--- src/rtl/phy_lane_sched.sv ---
// Four-lane round-robin byte scheduler feeding a serializer, with a training preamble after reset/retrain.
// Optional per-lane transfer counters (cnt_0..cnt_3) when PHY_SCHED_STATS_EN is defined.
module phy_lane_sched #(
   parameter int unsigned TRAIN_CYCLES = 4,
   parameter logic [7:0]  BC_SYM       = 8'hBC,
   parameter logic [7:0]  IDLE_SYM     = 8'h7C
) (
   input  logic        clk_4f,
   input  logic        rst,
   input  logic        retrain,
   input  logic        valid_in_0,
   input  logic        valid_in_1,
   input  logic        valid_in_2,
   input  logic        valid_in_3,
   input  logic [7:0]  data_in_0,
   input  logic [7:0]  data_in_1,
   input  logic [7:0]  data_in_2,
   input  logic [7:0]  data_in_3,
   output logic        ready_0,
   output logic        ready_1,
   output logic        ready_2,
   output logic        ready_3,
   output logic [7:0]  data_out,
   output logic        valid_out,
   output logic [1:0]  lane_id,
   output logic        link_up
`ifdef PHY_SCHED_STATS_EN
   ,
   output logic [7:0]  cnt_0,
   output logic [7:0]  cnt_1,
   output logic [7:0]  cnt_2,
   output logic [7:0]  cnt_3
`endif
);

   typedef enum logic {TRAIN, ACTIVE} state_t;

   state_t      state, state_nxt;
   logic [7:0]  train_cnt, train_cnt_nxt;
   logic [1:0]  ptr, ptr_nxt;
   logic [7:0]  data_nxt;
   logic        valid_nxt;
   logic [1:0]  lane_nxt;

   logic [3:0]  vin;
   logic [7:0]  din [4];
   logic [1:0]  gnt_idx;
   logic [1:0]  cand;
   logic        gnt_any;
   logic        sched_en;
   logic        xfer;
   logic [3:0]  rdy;

   always_comb begin
      vin    = {valid_in_3, valid_in_2, valid_in_1, valid_in_0};
      din[0] = data_in_0;
      din[1] = data_in_1;
      din[2] = data_in_2;
      din[3] = data_in_3;
   end

   // First pending lane at or after ptr, wrapping modulo 4.
   always_comb begin
      gnt_any = 1'b0;
      gnt_idx = ptr;
      cand    = '0;
      for (int unsigned k = 0; k < 4; k++) begin
         cand = ptr + 2'(k);
         if (!gnt_any && vin[cand]) begin
            gnt_any = 1'b1;
            gnt_idx = cand;
         end
      end
   end

   always_comb begin
      sched_en = (state == ACTIVE) && !retrain && !rst;
      xfer     = sched_en && gnt_any;
      rdy      = xfer ? (4'b0001 << gnt_idx) : '0;
   end

   assign ready_0 = rdy[0];
   assign ready_1 = rdy[1];
   assign ready_2 = rdy[2];
   assign ready_3 = rdy[3];

   always_comb begin
      state_nxt     = state;
      train_cnt_nxt = train_cnt;
      ptr_nxt       = ptr;
      data_nxt      = BC_SYM;
      valid_nxt     = 1'b0;
      lane_nxt      = lane_id;
      case (state)
         TRAIN: begin
            train_cnt_nxt = train_cnt + 8'd1;
            if (train_cnt == 8'(TRAIN_CYCLES - 1)) begin
               state_nxt     = ACTIVE;
               train_cnt_nxt = '0;
            end
         end
         ACTIVE: begin
            if (retrain) begin
               state_nxt     = TRAIN;
               train_cnt_nxt = '0;
            end else if (xfer) begin
               data_nxt  = din[gnt_idx];
               valid_nxt = 1'b1;
               lane_nxt  = gnt_idx;
               ptr_nxt   = gnt_idx + 2'd1;
            end else begin
               data_nxt = IDLE_SYM;
            end
         end
         default: state_nxt = TRAIN;
      endcase
   end

   always_ff @(posedge clk_4f) begin
      if (rst) begin
         state     <= TRAIN;
         train_cnt <= '0;
         ptr       <= '0;
         data_out  <= BC_SYM;
         valid_out <= 1'b0;
         lane_id   <= '0;
         link_up   <= 1'b0;
      end else begin
         state     <= state_nxt;
         train_cnt <= train_cnt_nxt;
         ptr       <= ptr_nxt;
         data_out  <= data_nxt;
         valid_out <= valid_nxt;
         lane_id   <= lane_nxt;
         link_up   <= (state_nxt == ACTIVE);
      end
   end

`ifdef PHY_SCHED_STATS_EN
   logic [7:0] stat [4];

   always_ff @(posedge clk_4f) begin
      if (rst) begin
         for (int unsigned i = 0; i < 4; i++) stat[i] <= '0;
      end else if (xfer && (stat[gnt_idx] != 8'hFF)) begin
         stat[gnt_idx] <= stat[gnt_idx] + 8'd1;
      end
   end

   assign cnt_0 = stat[0];
   assign cnt_1 = stat[1];
   assign cnt_2 = stat[2];
   assign cnt_3 = stat[3];
`endif

endmodule

--- config.mk ---
export PLATFORM = sky130hd
export DESIGN_NAME = phy_lane_sched
export DESIGN_NICKNAME = d
export VERILOG_FILES = /design/src/rtl/phy_lane_sched.sv
export SDC_FILE = /design/constraint.sdc
export NUM_CORES = 1
export LEC_CHECK = 0
export CELL_PAD_IN_SITES_DETAIL_PLACEMENT = 0
export CELL_PAD_IN_SITES_GLOBAL_PLACEMENT = 1
export CORE_MARGIN = 2
export CORE_UTILIZATION = 32
export CTS_BUF_LIST = sky130_fd_sc_hd__clkbuf_16
export DETAILED_ROUTE_END_ITERATION = 10
export PLACE_DENSITY_LB_ADDON = 0.1
export SYNTH_ARGS = -nofsm -noshare
export SYNTH_HDL_FRONTEND = slang
export SYNTH_SLANG_ARGS = --single-unit
--- constraint.sdc ---
create_clock -name clk_4f -period 5.76 [get_ports clk_4f]
set_input_delay 1.152 -clock clk_4f [delete_from_list [all_inputs] [get_ports clk_4f]]
set_output_delay 1.152 -clock clk_4f [all_outputs]
set_load 0.05 [all_outputs]
==> results of run 1 <==
-- synthesized netlist by cell type (2+ instances only) --
master,n,area (um^2)
inv_1,2,7.510
nand3_1,5,25.02
nor4_1,3,18.77
or3_1,3,18.77
nor2b_1,5,31.28
a221oi_1,2,17.52
dfxtp_1,22,440.4
a211oi_1,4,30.03
a22oi_1,4,30.03
mux2i_1,10,100.1
buf_2,2,10.01
nand4_1,2,12.51
and2_1,6,37.54
and3_1,2,12.51
nand2_1,11,41.29
a31oi_1,2,12.51
ha_1,5,62.56
o31ai_1,2,15.01
xnor2_1,2,17.52
nand2b_1,4,25.02
o21ai_0,8,40.04
nor3_1,2,10.01
nor2_1,6,22.52
a21oi_1,3,15.01
-- worst paths after layout --
path                                   start           end
worst max-delay path              valid_in_3       ready_3
worst min-delay path              lane_id[0]    lane_id[0]
worst max register to register  train_cnt[0]  train_cnt[5]
worst min register to register    lane_id[0]    lane_id[0]
-- through the flow --
| step | power (mW) | util, % |
|---|---|---|
| after detailed placement | 0.2399 | 47.60 |
| after global routing | 0.3977 | 49.51 |
| after global placement | 0.2376 | 47.60 |
| final | 0.3782 | 49.51 |
| after floorplan | 0.2017 | - |
| after CTS | 0.3846 | 49.51 |
-- logic make-up after synthesis --
| kind of cell | Yosys count | share of synthesized area (%) |
|---|---|---|
| XOR/XNOR | 2 | 1.365 |
| multiplexers | 10 | 7.798 |
| buffers and inverters | 8 | 3.509 |
| AND/OR/NAND/NOR | 59 | 26.32 |
| AO/OA/AOI/OAI | 37 | 21.83 |
| adder cells (fa/ha/maj) | 5 | 4.873 |
| flip-flops | 22 | 34.31 |
-- sequential cells by signal, summed over array words and instances (netlist names) --
register   cells
data_out       8
lane_id        2
ptr            2
state          1
train_cnt      8
valid_out      1
-- cell usage in the layout (no fill, tap or decap), types with 2 or more instances in the layout --
| cell type | netlist | routed |
|---|---|---|
| nand4_1 | 2 | 2 |
| o31ai_1 | 2 | 2 |
| a31oi_1 | 2 | 2 |
| nand3_1 | 5 | 5 |
| buf_4 | 0 | 2 |
| a211oi_1 | 4 | 4 |
| inv_1 | 2 | 2 |
| dfxtp_1 | 22 | 22 |
| or3_1 | 3 | 3 |
| a22oi_1 | 4 | 4 |
| nor2_1 | 6 | 6 |
| and2_1 | 6 | 6 |
| nor3_1 | 2 | 2 |
| clkbuf_16 | 0 | 3 |
| nand2b_1 | 4 | 4 |
| a21oi_1 | 3 | 3 |
| ha_1 | 5 | 5 |
| o21ai_0 | 8 | 8 |
| and3_1 | 2 | 2 |
| nand2_1 | 11 | 11 |
| mux2i_1 | 10 | 10 |
| xnor2_1 | 2 | 2 |
| clkdlybuf4s50_1 | 0 | 54 |
| a221oi_1 | 2 | 2 |
| nor4_1 | 3 | 3 |
| nor2b_1 | 5 | 5 |
-- layer usage --
layer	vias up	global-route usage [%]	share of wire (%)
li1	643	-	-
met1	573	19.53	41
met2	59	28.34	50
met3	4	1.833	7.4
met4	0	3.827	1.2
met5	-	0	0
-- worst reg2reg max path, delay by kind of cell (launching register included) --
kind                       cells  cell delay, ps
adders and majority gates      1             250
DFF                            1             370
and+or+nand+nor                2             570
AOI/OAI and AO/OA              3             630
-- layout make-up --
cell class | instances | share of cell area (%)
flip-flops and latches | 22 | 22.56
multi-input cells | 113 | 40.90
repair buffers | 56 | 28.46
inverters | 4 | 1.026
well taps | 50 | 3.205
clock buffers | 3 | 3.846
-- power by group --
group / switching (mW) / internal, mW
Clock: 0.0506 / 0.0915
Sequential: 0.00354 / 0.156
Combinational: 0.0344 / 0.0423
Total: 0.0885 / 0.290
==> impl_metrics.yaml, run 1 <==
sta:
  period_minus_slack_ps: 4824
  period_share_pct: 83.75
  slew-limit-headroom_pct: 65.43
  rsz0062_at_grt: "no"
  tightest_slew_ps: 516.9
  finalSetupViolCount: 0
  fin_ws_ps: 935.8
  fin_tns_setup_ps: 0
  maxSlewViolCount: 0
  fin_worst_skew_ps: 2.164
  max_freq_mhz: 207.3
  timing.hold.ws_ps: 468.3
  hold_viol_final: 0
drt:
  wire_per_inst_um: 13.51
  vias: 1279
  wl_um: 3350
  first_pass_iters: 4
  vias_per_cell: 5.157
  route.detailed.drc: 0
  drt_iter0_markers: 55
  ant_nets: 0
critical_path:
  start_kind: "input port"
  reg2regPathDepth: 6
  worstPathCellList: "clkdlybuf4s50_1, and3b_1, or4_1, and2_4, clkinv_4, ha_1, and2_1, clkdlybuf4s50_1"
  crit_family: "buffers and inverters"
  crit_top_cell: "clkdlybuf4s50_1"
  arrival_ps: 3670
  critical_path_depth: 8
  critPathKind: "input port to primary output"
  cp_max_fo: 12
  cp.buffers_inverters: 3
  ff2ff_setup_slack_ps: 3820
  slowest_delay_ps: 800
  required_ps: 4610
  cp-end-kind: "primary output"
  cpMaxStageDelayCell: "clkdlybuf4s50_1"
clock_tree:
  clock_latency_ps: 250
  clockBufferDepth: 2
  cts_resized: 0
  cts_htree_levels: 1
  cts_buffers: 3
  root_buffer: "clkbuf_16"
  cts_hold_buf: 0
  cts_sinks: 22
  cts_tree: "built"
  post_cts_buffers: 0
  clk_pin_slew_ps: 60
logic_synthesis:
  synth_ff_type: "dfxtp_1"
  syn_inst: 143
  synth_warnings: 0
  yosysUniqueCellTypes: 50
  syn_area_mm2: 0.001284
  synth_area_per_cell_um2: 8.977
  ys_seq_area_share_pct: 34.31
  syn_nets: 187
  postSynth.asyncResetShare_pct: 0
  synth_edf_count: 0
  ys_ff_latch: 22
run_status:
  status: "finished clean"
finish:
  area_delta_synth_final_pct: 52.05
  multi_input_area_um2: 798.3
  fin_area_mm2: 0.001952
  nFillCells: 337
  num_antenna_cells: 0
  register_area_um2: 440.4
  nets: 244
  drive_above_1_share_pct: 6.566
  stdcell_count: 248
floorplanning:
  die-height_um: 67.34
  start_util_pct: 32.56
  rows: 23
  core_mm2: 0.003943
  io_pins: 55
  die_w_um: 67.34
  die_area_mm2: 0.004534
pwr:
  p_leak_nw: 0.7629
  ir_drop_mv: 0.1507
  p_per_area_mw_per_mm2: 193.8
place:
  port_buffers: 54
  hpwl_um: 2714
  dp.cells: 245
  globalplace.congestion: 0.7561
  detailed_place.area_mm2: 0.001877
  pre_cts_slack_ps: 940.1
global_routing:
  grt_util_all_layers_pct: 15.62
  grt_pass1_wl_um: 5478
  grt_pass1_vias: 1240
  globalRoute.totalOverflow: 0
  grt_max_degree: 18
  antenna_found_initial: 0
min_path:
  hold_depth: 2
  min_path_type: "flop to flop"
run:
  max_cap_violations: 0
Note: power is estimated with default switching activity, not from simulation.
==> run 2: changes to the inputs <==
--- a/config.mk
+++ b/config.mk
@@ -8,7 +8,7 @@
 export CELL_PAD_IN_SITES_DETAIL_PLACEMENT = 0
 export CELL_PAD_IN_SITES_GLOBAL_PLACEMENT = 1
 export CORE_MARGIN = 2
-export CORE_UTILIZATION = 32
+export CORE_UTILIZATION = 30
 export CTS_BUF_LIST = sky130_fd_sc_hd__clkbuf_16
 export DETAILED_ROUTE_END_ITERATION = 10
 export PLACE_DENSITY_LB_ADDON = 0.1
==> constraint.sdc (replaced) <==
create_clock -name clk_4f -period 4.9 [get_ports clk_4f]
set_input_delay 0.98 -clock clk_4f [delete_from_list [all_inputs] [get_ports clk_4f]]
set_output_delay 0.98 -clock clk_4f [all_outputs]
set_load 0.05 [all_outputs]
==> impl_metrics.yaml, run 2 (same netlist as run 1, synthesis figures left out) <==
min_path:
  min_path_type: "flop to flop"
critical_path:
  cp.buffers_inverters: 3
  cpMaxStageDelayCell: "clkdlybuf4s50_1"
  cp_max_fo: 12
  required_ps: 3920
  cp-end-kind: "primary output"
  start_kind: "input port"
  crit_family: "buffers and inverters"
  crit_top_cell: "clkdlybuf4s50_1"
  slowest_delay_ps: 800
  critPathKind: "input port to primary output"
  arrival_ps: 3500
  worstPathCellList: "clkdlybuf4s50_1, and3b_1, or4_1, and2_4, clkinv_4, ha_1, and2_1, clkdlybuf4s50_1"
finish:
  drive_above_1_share_pct: 7.576
  num_antenna_cells: 0
  stdcell_count: 248
  mostFrequentLayoutCells: "clkdlybuf4s50_1, dfxtp_1, nand2_1, mux2i_1, o21ai_0"
  final_common_cell: "clkdlybuf4s50_1"
  nets: 244
  largestRegisters: "data_out (8), train_cnt (8)"
  nFillCells: 388
  area_delta_synth_final_pct: 51.66
clock_tree:
  cts_hold_buf: 0
  cts_htree_levels: 1
  cts_resized: 0
  cts_sinks: 22
  cts_tree: "built"
  post_cts_buffers: 0
  clockBufferDepth: 2
  cts_buffers: 3
  clock_latency_ps: 250
  root_buffer: "clkbuf_16"
  clk_pin_slew_ps: 60
sta:
  hold_viol_final: 0
  finalSetupViolCount: 0
  period_minus_slack_ps: 4483
  max_freq_mhz: 223.1
  fin_tns_setup_ps: 0
  fin_worst_skew_ps: 2.089
  rsz0062_at_grt: "no"
  maxSlewViolCount: 0
  slew-limit-headroom_pct: 65.94
  tightest_slew_ps: 509.4
  period_share_pct: 91.48
drt:
  highest_layer: "met4"
  ant_nets: 0
  vias: 1244
  vias_per_cell: 5.016
  wl_met3_um: 193
  first_pass_iters: 4
  drt-met1-wl_um: 1546
  drt_iter0_markers: 36
  route.detailed.drc: 0
  wl_um: 3431
  route.met2.wl_um: 1664
  wire_per_inst_um: 13.83
global_routing:
  antenna_found_initial: 0
  grt_util_all_layers_pct: 14.59
  grt_max_degree: 13
  globalRoute.totalOverflow: 0
  grt_pass1_vias: 1309
  grt_pass1_wl_um: 5796
place:
  dp.cells: 245
  globalplace.congestion: 0.7361
  hpwl_um: 2775
  port_buffers: 54
floorplanning:
  rows: 23
  io_pins: 55
  core_mm2: 0.004058
  start_util_pct: 31.64
  die-height_um: 69.42
  die_area_mm2: 0.004818
  die_w_um: 69.42
pwr:
  p_leak_nw: 0.7670
  ir_drop_mv: 0.1645
  p_per_area_mw_per_mm2: 228.2
run_status:
  status: "finished clean"
run:
  max_cap_violations: 0
[run 2: per-stage QoR]
stage               setup slack (ps)  util (%)  hold slack, ps  power [mW]  area, um^2
global route                   326.3     47.98           477.1      0.4699        1947
CTS                            421.4     47.98           464.6      0.4510        1947
detailed placement             416.7     46.13           456.3      0.2817        1872
global placement               457.9     46.13           449.6      0.2786        1872
finish                         417.4     47.98           458.8      0.4443        1947
floorplan                       1426         -           457.8      0.2371        1284
[run 2: final timing paths]
path | startpoint | endpoint | slack [ps] | depth (start not counted)
worst min register to register | lane_id[0] | lane_id[0] | 460 | 2
worst max-delay path | valid_in_3 | ready_2 | 420 | 8
worst min-delay path | lane_id[0] | lane_id[0] | 460 | 2
worst max register to register | train_cnt[0] | train_cnt[5] | 2970 | 6
[run 2: routing by layer]
layer	vias to the layer above	GRT usage (%)
met5	-	0
met2	38	26.60
met4	0	4.575
li1	646	-
met3	2	3.052
met1	558	16.90
[run 2: area by class of cell]
type	count	area [um^2]	share of cell area [%]
timing repair buffer	56	550.5	28.28
sequential	22	440.4	22.62
tap	50	62.56	3.213
inverter	4	20.02	1.028
clock buffer	3	75.07	3.856
multi-input combinational	113	798.3	41.00
[run 2: worst reg2reg max path: stages, from the launching register on]
cell and delay [ps]:
dfxtp_1 370, ha_1 250, or4b_1 480, o21ai_1 400
nor2b_1 80, o21ai_0 150, o31ai_1 80
[run 2: power breakdown]
| part | internal (mW) | switching (mW) | leakage [nW] |
|---|---|---|---|
| sequential | 0.183 | 0.00420 | 0.178 |
| combinational | 0.0494 | 0.0406 | 0.552 |
| clock | 0.108 | 0.0594 | 0.0370 |
==> run 3: changes to the inputs <==
--- a/config.mk
+++ b/config.mk
@@ -5,6 +5,7 @@
 export SDC_FILE = /design/constraint.sdc
 export NUM_CORES = 1
 export LEC_CHECK = 0
+export CAP_MARGIN = 40
 export CELL_PAD_IN_SITES_DETAIL_PLACEMENT = 0
 export CELL_PAD_IN_SITES_GLOBAL_PLACEMENT = 1
 export CORE_MARGIN = 2
@@ -12,6 +13,8 @@
 export CTS_BUF_LIST = sky130_fd_sc_hd__clkbuf_16
 export DETAILED_ROUTE_END_ITERATION = 10
 export PLACE_DENSITY_LB_ADDON = 0.1
+export SKIP_LAST_GASP = 1
+export SLEW_MARGIN = 30
 export SYNTH_ARGS = -nofsm -noshare
 export SYNTH_HDL_FRONTEND = slang
 export SYNTH_SLANG_ARGS = --single-unit
==> results of run 3 <==
Same layout as run 2: the final DEF is identical, and so are final timing and power.
